File: src/rtl/cdc_req_arbiter.sv
`timescale 1ns/1ps
// Round-robin arbiter sharing the single-outstanding CDC bridge port among N_REQ requesters.
// Optional watchdog (macro CDC_ARB_TIMEOUT_EN) answers with an error response if the bridge never replies.
//
// state    | meaning
// IDLE     | arbitrating; accepts one request per grant
// ISSUE    | presenting captured request to the bridge
// WAIT     | waiting for the bridge response
// RESP     | returning response to the granted requester
// DRAIN    | after a watchdog fire: swallow the late bridge response
module cdc_req_arbiter #(
    parameter int N_REQ          = 3,
    parameter int TIMEOUT_CYCLES = 1024
) (
    input  logic                clk1,
    input  logic                rst_ck1,
    input  logic [N_REQ-1:0]    req_vld,
    output logic [N_REQ-1:0]    req_rdy,
    input  logic [N_REQ*24-1:0] req_addr,
    input  logic [N_REQ*32-1:0] req_data,
    input  logic [N_REQ*8-1:0]  req_op,
    output logic [N_REQ-1:0]    resp_vld,
    input  logic [N_REQ-1:0]    resp_rdy,
    output logic [23:0]         resp_addr,
    output logic [31:0]         resp_data,
    output logic [7:0]          resp_op,
    output logic                m_req_vld,
    input  logic                m_req_rdy,
    output logic [23:0]         m_req_addr,
    output logic [31:0]         m_req_data,
    output logic [7:0]          m_req_op,
    input  logic                m_resp_vld,
    output logic                m_resp_rdy,
    input  logic [23:0]         m_resp_addr,
    input  logic [31:0]         m_resp_data,
    input  logic [7:0]          m_resp_op,
    output logic                busy,
    output logic                timeout_err
);
    localparam int GW = (N_REQ > 1) ? $clog2(N_REQ) : 1;

    if (N_REQ < 2 || N_REQ > 8) begin : g_bad_n_req
        $error("cdc_req_arbiter: N_REQ must be 2..8");
    end
    if (TIMEOUT_CYCLES < 2 || TIMEOUT_CYCLES > 65535) begin : g_bad_timeout
        $error("cdc_req_arbiter: TIMEOUT_CYCLES must be 2..65535");
    end

`ifdef CDC_ARB_TIMEOUT_EN
    typedef enum logic [2:0] {ST_IDLE, ST_ISSUE, ST_WAIT, ST_RESP, ST_DRAIN} state_t;
`else
    typedef enum logic [2:0] {ST_IDLE, ST_ISSUE, ST_WAIT, ST_RESP} state_t;
`endif

    state_t          state, state_nx;
    logic [GW-1:0]   rr_ptr, g_reg, grant_idx;
    logic            grant_found, accept, resp_take;
    logic [23:0]     q_addr, r_addr;
    logic [31:0]     q_data, r_data;
    logic [7:0]      q_op, r_op;
    logic            wd_expire;
`ifdef CDC_ARB_TIMEOUT_EN
    logic [15:0]     wd_cnt;
    logic            wd_fired;
    logic            timeout_q;
`endif

    // First set req_vld bit at or above rr_ptr, wrapping around.
    always_comb begin
        grant_found = 1'b0;
        grant_idx   = '0;
        for (int i = 0; i < N_REQ; i++) begin
            if (!grant_found && req_vld[(int'(rr_ptr) + i) % N_REQ]) begin
                grant_found = 1'b1;
                grant_idx   = GW'((int'(rr_ptr) + i) % N_REQ);
            end
        end
    end

    always_comb begin
        state_nx   = state;
        accept     = 1'b0;
        resp_take  = 1'b0;
        wd_expire  = 1'b0;
        req_rdy    = '0;
        resp_vld   = '0;
        resp_addr  = '0;
        resp_data  = '0;
        resp_op    = '0;
        m_req_vld  = 1'b0;
        m_req_addr = '0;
        m_req_data = '0;
        m_req_op   = '0;
        m_resp_rdy = 1'b0;
        case (state)
            ST_IDLE: begin
                // Held reset blocks the accept so nothing is granted while the block is cleared.
                if (grant_found && !rst_ck1) begin
                    accept             = 1'b1;
                    req_rdy[grant_idx] = 1'b1;
                    state_nx           = ST_ISSUE;
                end
            end
            ST_ISSUE: begin
                m_req_vld  = 1'b1;
                m_req_addr = q_addr;
                m_req_data = q_data;
                m_req_op   = q_op;
                if (m_req_rdy) state_nx = ST_WAIT;
            end
            ST_WAIT: begin
                m_resp_rdy = 1'b1;
                if (m_resp_vld) begin
                    resp_take = 1'b1;
                    state_nx  = ST_RESP;
                end
`ifdef CDC_ARB_TIMEOUT_EN
                else if (wd_cnt == 16'(TIMEOUT_CYCLES - 1)) begin
                    wd_expire = 1'b1;
                    state_nx  = ST_RESP;
                end
`endif
            end
            ST_RESP: begin
                resp_vld[g_reg] = 1'b1;
                resp_addr       = r_addr;
                resp_data       = r_data;
                resp_op         = r_op;
                if (resp_rdy[g_reg]) begin
`ifdef CDC_ARB_TIMEOUT_EN
                    state_nx = wd_fired ? ST_DRAIN : ST_IDLE;
`else
                    state_nx = ST_IDLE;
`endif
                end
            end
`ifdef CDC_ARB_TIMEOUT_EN
            ST_DRAIN: begin
                m_resp_rdy = 1'b1;
                if (m_resp_vld) state_nx = ST_IDLE;
            end
`endif
            default: state_nx = ST_IDLE;
        endcase
    end

    always_ff @(posedge clk1) begin
        if (rst_ck1) begin
            state  <= ST_IDLE;
            rr_ptr <= '0;
            g_reg  <= '0;
            q_addr <= '0;
            q_data <= '0;
            q_op   <= '0;
            r_addr <= '0;
            r_data <= '0;
            r_op   <= '0;
        end else begin
            state <= state_nx;
            if (accept) begin
                g_reg  <= grant_idx;
                rr_ptr <= (int'(grant_idx) == N_REQ - 1) ? '0 : grant_idx + GW'(1);
                q_addr <= req_addr[int'(grant_idx)*24 +: 24];
                q_data <= req_data[int'(grant_idx)*32 +: 32];
                q_op   <= req_op[int'(grant_idx)*8 +: 8];
            end
            if (resp_take) begin
                r_addr <= m_resp_addr;
                r_data <= m_resp_data;
                r_op   <= m_resp_op;
            end else if (wd_expire) begin
                r_addr <= q_addr;
                r_data <= 32'hDEAD_BEEF;
                r_op   <= 8'hFF;
            end
        end
    end

`ifdef CDC_ARB_TIMEOUT_EN
    // Counter is held at zero outside WAIT, so it restarts on every WAIT entry.
    always_ff @(posedge clk1) begin
        if (rst_ck1) begin
            wd_cnt    <= '0;
            wd_fired  <= 1'b0;
            timeout_q <= 1'b0;
        end else begin
            wd_cnt    <= (state == ST_WAIT) ? wd_cnt + 16'd1 : 16'd0;
            timeout_q <= wd_expire;
            if (wd_expire)
                wd_fired <= 1'b1;
            else if (state == ST_DRAIN && m_resp_vld)
                wd_fired <= 1'b0;
        end
    end
    assign timeout_err = timeout_q;
`else
    assign timeout_err = 1'b0;
`endif

    assign busy = (state != ST_IDLE);

endmodule

File: config.mk
export PLATFORM = sky130hd
export DESIGN_NAME = cdc_req_arbiter
export DESIGN_NICKNAME = d
export VERILOG_FILES = /design/src/rtl/cdc_req_arbiter.sv
export SDC_FILE = /design/constraint.sdc
export NUM_CORES = 1
export LEC_CHECK = 0
export BUFFER_PORTS_ARGS = -buffer_cell sky130_fd_sc_hd__buf_4
export CAP_MARGIN = 20
export CORE_AREA = 2 2 158 160
export DETAILED_ROUTE_END_ITERATION = 12
export DIE_AREA = 0 0 160 162
export PLACE_DENSITY = 0.6
export SYNTH_ARGS = -nofsm -noshare
export SYNTH_HDL_FRONTEND = slang
export SYNTH_SLANG_ARGS = --single-unit
File: constraint.sdc
create_clock -name clk1 -period 6.9 [get_ports clk1]
set_input_delay 0.345 -clock clk1 [delete_from_list [all_inputs] [get_ports clk1]]
set_output_delay 0.345 -clock clk1 [all_outputs]
set_load 0.01 [all_outputs]
Word level (Yosys, flattened, before mapping)
Cells that the tools add are included.

word-level totals
  bits in registers = 135
  output and inout port bits = 138
  word-level logic and storage cells = 87

cells by class
  add/subtract/negate cells = 3
  multiply operators = 1
  divide/modulo/power cells = 3
  magnitude comparators = 7
  eq/ne operators = 8
  shifts and indexed selects = 3
  multiplexer cells = 42
  reduce and logical (&&, ||, !) cells = 11

operators by type and width
  operator                                                     number
  less-than comparator 32 x 4 -> 1 bit, second input constant  3
  indexed part select 96 x 8 -> 32 bit                         1
  indexed part select 72 x 8 -> 24 bit                         1
  remainder unit 32 x 3 -> 32 bit, second input constant       2
  two-way mux 32 bit                                           2
  two-way mux 24 bit                                           2
  remainder unit 3 x 3 -> 32 bit, second input constant        1
  indexed part select 24 x 6 -> 8 bit                          1
  two-way mux 3 bit                                            7
  two-way mux 1 bit                                            18
  two-way mux 8 bit                                            2
  one-hot mux 3 bit (4 select lines)                           1
  binary-select mux 1 bit (select 2 bit)                       4
  two-way mux 2 bit                                            4
  != test 2 bit, second input constant                         4
  equality test 3 x 2 -> 1 bit, second input constant          2
  less-than comparator 2 x 3 -> 1 bit, second input constant   2
  logical AND 1 bit                                            5
  demux 1 bit (select 2 bit)                                   2
  >= comparator 2 x 1 -> 1 bit, second input constant          2
  multiplier 2 x 2 -> 4 bit, second input constant             1
  AND reduction 4 bit                                          1
  adder 2 x 1 -> 3 bit, second input constant                  1
  adder 2 x 2 -> 3 bit, second input constant                  1
  6 further kinds                                              8

Longest topological paths before layout
  depth after elaboration = 17
  mapped depth = 11
  gate-level depth less buffers = 7

Worst setup path after synthesis
No wires, ideal clock.

  path kind = reg2out
  from = register rr_ptr[1]
  to = output req_rdy[0]
  arrival = 2.023 ns
  data required time = 6.555 ns
  path slack = 4.532 ns
  cell stages (with the launch flop) = 11
  buffers on the path = 3
  path through = dfxtp_1 inv_1 ha_1 buf_6 mux2i_1 o21a_1 buf_2 a32oi_1 clkbuf_1 nand2_1 nor2_1

on the way
  longest elaborated chain between the ends = 17

RTL lines
  element                                                                                   line  RTL
  start, declared                                                                           56    logic [GW-1:0] rr_ptr, g_reg, grant_idx;
  start signal, assigned                                                                    162   rr_ptr <= (int'(grant_idx) == N_REQ - 1) ? '0 : grant_idx + GW'(1);
  parallel branches: the longest is 15 deep, another holds remainder unit 32 x 3 -> 32 bit  --
  two-way mux 3 bit (*)                                                                     98    if (grant_found && !rst_ck1) begin
  two-way mux 3 bit (*)                                                                     95    case (state)
  end, declared                                                                             18    output logic [N_REQ-1:0] req_rdy,

Every way passes the cells marked *. The select of a mux whose other input is x is not followed.

Worst setup path in the final report
  from = register rr_ptr[0]
  to = output req_rdy[0]

The elaborated chain is that of the path after synthesis.

==> metrics.yaml <==
cts_tree: "done"
period_share: 0.494
r2r_start: "rr_ptr[1]"
syn_nets: 1157
track_usage: 0.211
postCtsSetupRepairBufs: 0
leakagePower_uw: 0.00470
cts.clk_slew.worst_paths_ps: 70
hold_class: "in -> reg"
die_area_um2: 25900
outcome: "complete, no violations"
placementRows: 57
avgSynthCellArea_um2: 8.40
yosys_register_bits: 134
crit_end: "req_rdy[0]"
slew_headroom: 0.274
critPathRequiredTime_ps: 6550
yosysSeqAreaShare: 0.362
cellPowerDensity_nw_per_um2: 321
place.port_buffers: 402
power.total_uw: 3580
core_area_um2: 24100
htree_num_levels: 4
drt_iter0_drc: 371
synth_edf_count: 0
start_util: 0.307
ioPinCount: 404
cts_hold_buf: 0
area_growth_syn_to_layout_pct: 50.7
grt_pass1_wl_mm: 43.2
fin_crit_ps: 3410
rsz0062_at_grt: "no"
use_met3: 0.0743
worstRegToRegCells: 8
dp_hpwl_mm: 19.4
maxCapViolCount: 0
ir_drop_uv: 170
arrival_ps: 3060
fmax_mhz: 294
ant_nets: 0
layout_common_cells: "412 x buf_4, 193 x and2_1, 134 x dfxtp_1, 133 x nand2_1, 67 x a21oi_1"
grt_pass1_vias: 7728
cts.sinks: 134
vias: 7835
drc: 0
cts_resized: 0
viasPerCell: 5.00
synth_cell_types: 48
hold_viol: 0
tightest_slew_ps: 1090
cts.path.max_buffers: 2
die_h_um: 162
reg2reg_slack_ps: 3680
finalWeightedCongestion: 0.828
nets: 1503
critical_path_class: "reg -> out"
cp-startpoint: "rr_ptr[0]"
grt.met1_usage: 0.243
die_w_um: 160
largestRegisters: "q_data: 32 flops, r_data: 32 flops"
synthArstFlopShare: 0
detail_route.wirelength_mm: 28.3
syn_inst: 882
antenna_found_initial: 3
gr-total-overflow: 0
skew_ps: 8.23
report.final.slew_viol_count: 0
worst_setup_path_end_kind: "primary output"
layout_commonest_cell: "buf_4"
cp_max_fo: 32
drive_gt1_frac: 0.401
synth_area_um2: 7410
grt_max_degree: 73
top_usage_layer: "met2"
cts_root_buffer: "clkbuf_16"
timing.rr.end: "q_data[15]"
worst_setup_path_start_kind: "flip-flop"
clkLatencyLatePin_ps: 420
setup_viol: 0
fin_tns_setup_ps: 0
grtUsageMet2: 0.358
cts_buffers: 17
ys_warn_count: 0
drt_first_pass_iters: 5
synth_top_flop_cell: "dfxtp_1"
wire_per_inst_um: 18.0
==> stage by stage <==
step / util / instances / cell area (um2) / hold slack, ps / worst slack [ps]
finish: 0.463 / 1566 / 11200 / 167 / 3490
global route: 0.463 / 1565 / 11200 / 143 / 3270
CTS: 0.462 / 1564 / 11100 / 142 / 3450
detailed placement: 0.439 / 1532 / 10600 / 439 / 3680
global placement: 0.439 / 1532 / 10600 / 437 / 3790
floorplan: - / 882 / 7410 / 424 / 4530
==> cell usage after synthesis, types with 2 or more instances <==
cell type | instances | area share
a21oi_1 | 67 | 0.045
a221oi_1 | 24 | 0.028
a221oi_2 | 40 | 0.081
a31oi_1 | 2 | 0.0017
and2_1 | 194 | 0.16
and3b_1 | 3 | 0.0035
buf_1 | 7 | 0.0035
buf_2 | 18 | 0.012
buf_6 | 6 | 0.0091
clkbuf_1 | 54 | 0.027
dfxtp_1 | 134 | 0.36
ha_1 | 9 | 0.015
inv_1 | 9 | 0.0046
mux2i_1 | 4 | 0.0054
nand2_1 | 134 | 0.068
nand2b_1 | 4 | 0.0034
nand3b_1 | 4 | 0.0041
nor2_1 | 6 | 0.0030
nor2b_1 | 3 | 0.0025
nor3b_1 | 3 | 0.0030
o21a_1 | 2 | 0.0020
o21ai_0 | 53 | 0.036
o21ai_1 | 13 | 0.0088
o2bb2ai_1 | 65 | 0.077
==> area by class of cell <==
type                            count  area (um2)
Sequential cell                   134        2680
Fill cell                        2518       12900
Antenna cell                        1        2.50
Clock buffer                       17         425
Clock inverter                     15         134
Inverter                            9        33.8
Timing Repair Buffer              413        3110
Tap cell                          324         405
Multi-Input combinational cell    653        4370
==> worst min-delay path by stage <==
stage | to | slack [ps] | depth (start not counted) | start
after floorplan | q_addr[0] | 420 | 1 | q_addr[0]
after global placement | r_data[5] | 440 | 2 | r_data[5]
after detailed placement | q_data[28] | 440 | 1 | q_data[28]
after CTS | r_data[9] | 140 | 3 | m_resp_data[9]
after global routing | r_data[9] | 140 | 3 | m_resp_data[9]
final | r_data[19] | 170 | 3 | m_resp_data[19]
==> cells by family (layout without fill, tap and decap cells) <==
logic type	count (synthesis)	in the layout	synth area share
adders and majority gates	9	9	0.0152
muxes	6	6	0.00895
and+or+nand+nor	357	357	0.258
AOI/OAI and AO/OA	280	280	0.298
DFF	134	134	0.362
other	1	2	0.000506
buffers and inverters	95	454	0.0577
==> routing by layer <==
| metal | wire length [um] | vias to the layer above | part of all wire |
|---|---|---|---|
| li1 | - | 3808 | - |
| met1 | 11000 | 3627 | 0.39 |
| met2 | 13800 | 340 | 0.49 |
| met3 | 2460 | 58 | 0.087 |
| met4 | 933 | 2 | 0.033 |
| met5 | 10 | - | 0.00035 |
==> where the power goes <==
| group | switching, uW | internal [uW] |
|---|---|---|
| sequential | 84.1 | 949 |
| clock | 397 | 474 |
| combinational | 1000 | 677 |
==> critical path, cell delays in order, from the launching register on <==
cell,delay (ps)
dfxtp_1,350
inv_1,80
ha_1,230
nor2b_1,400
mux2i_1,260
a311oi_4,380
buf_4,390
nand2_1,170
nor2_1,220
buf_4,160
(Power assumes the default switching activity.)
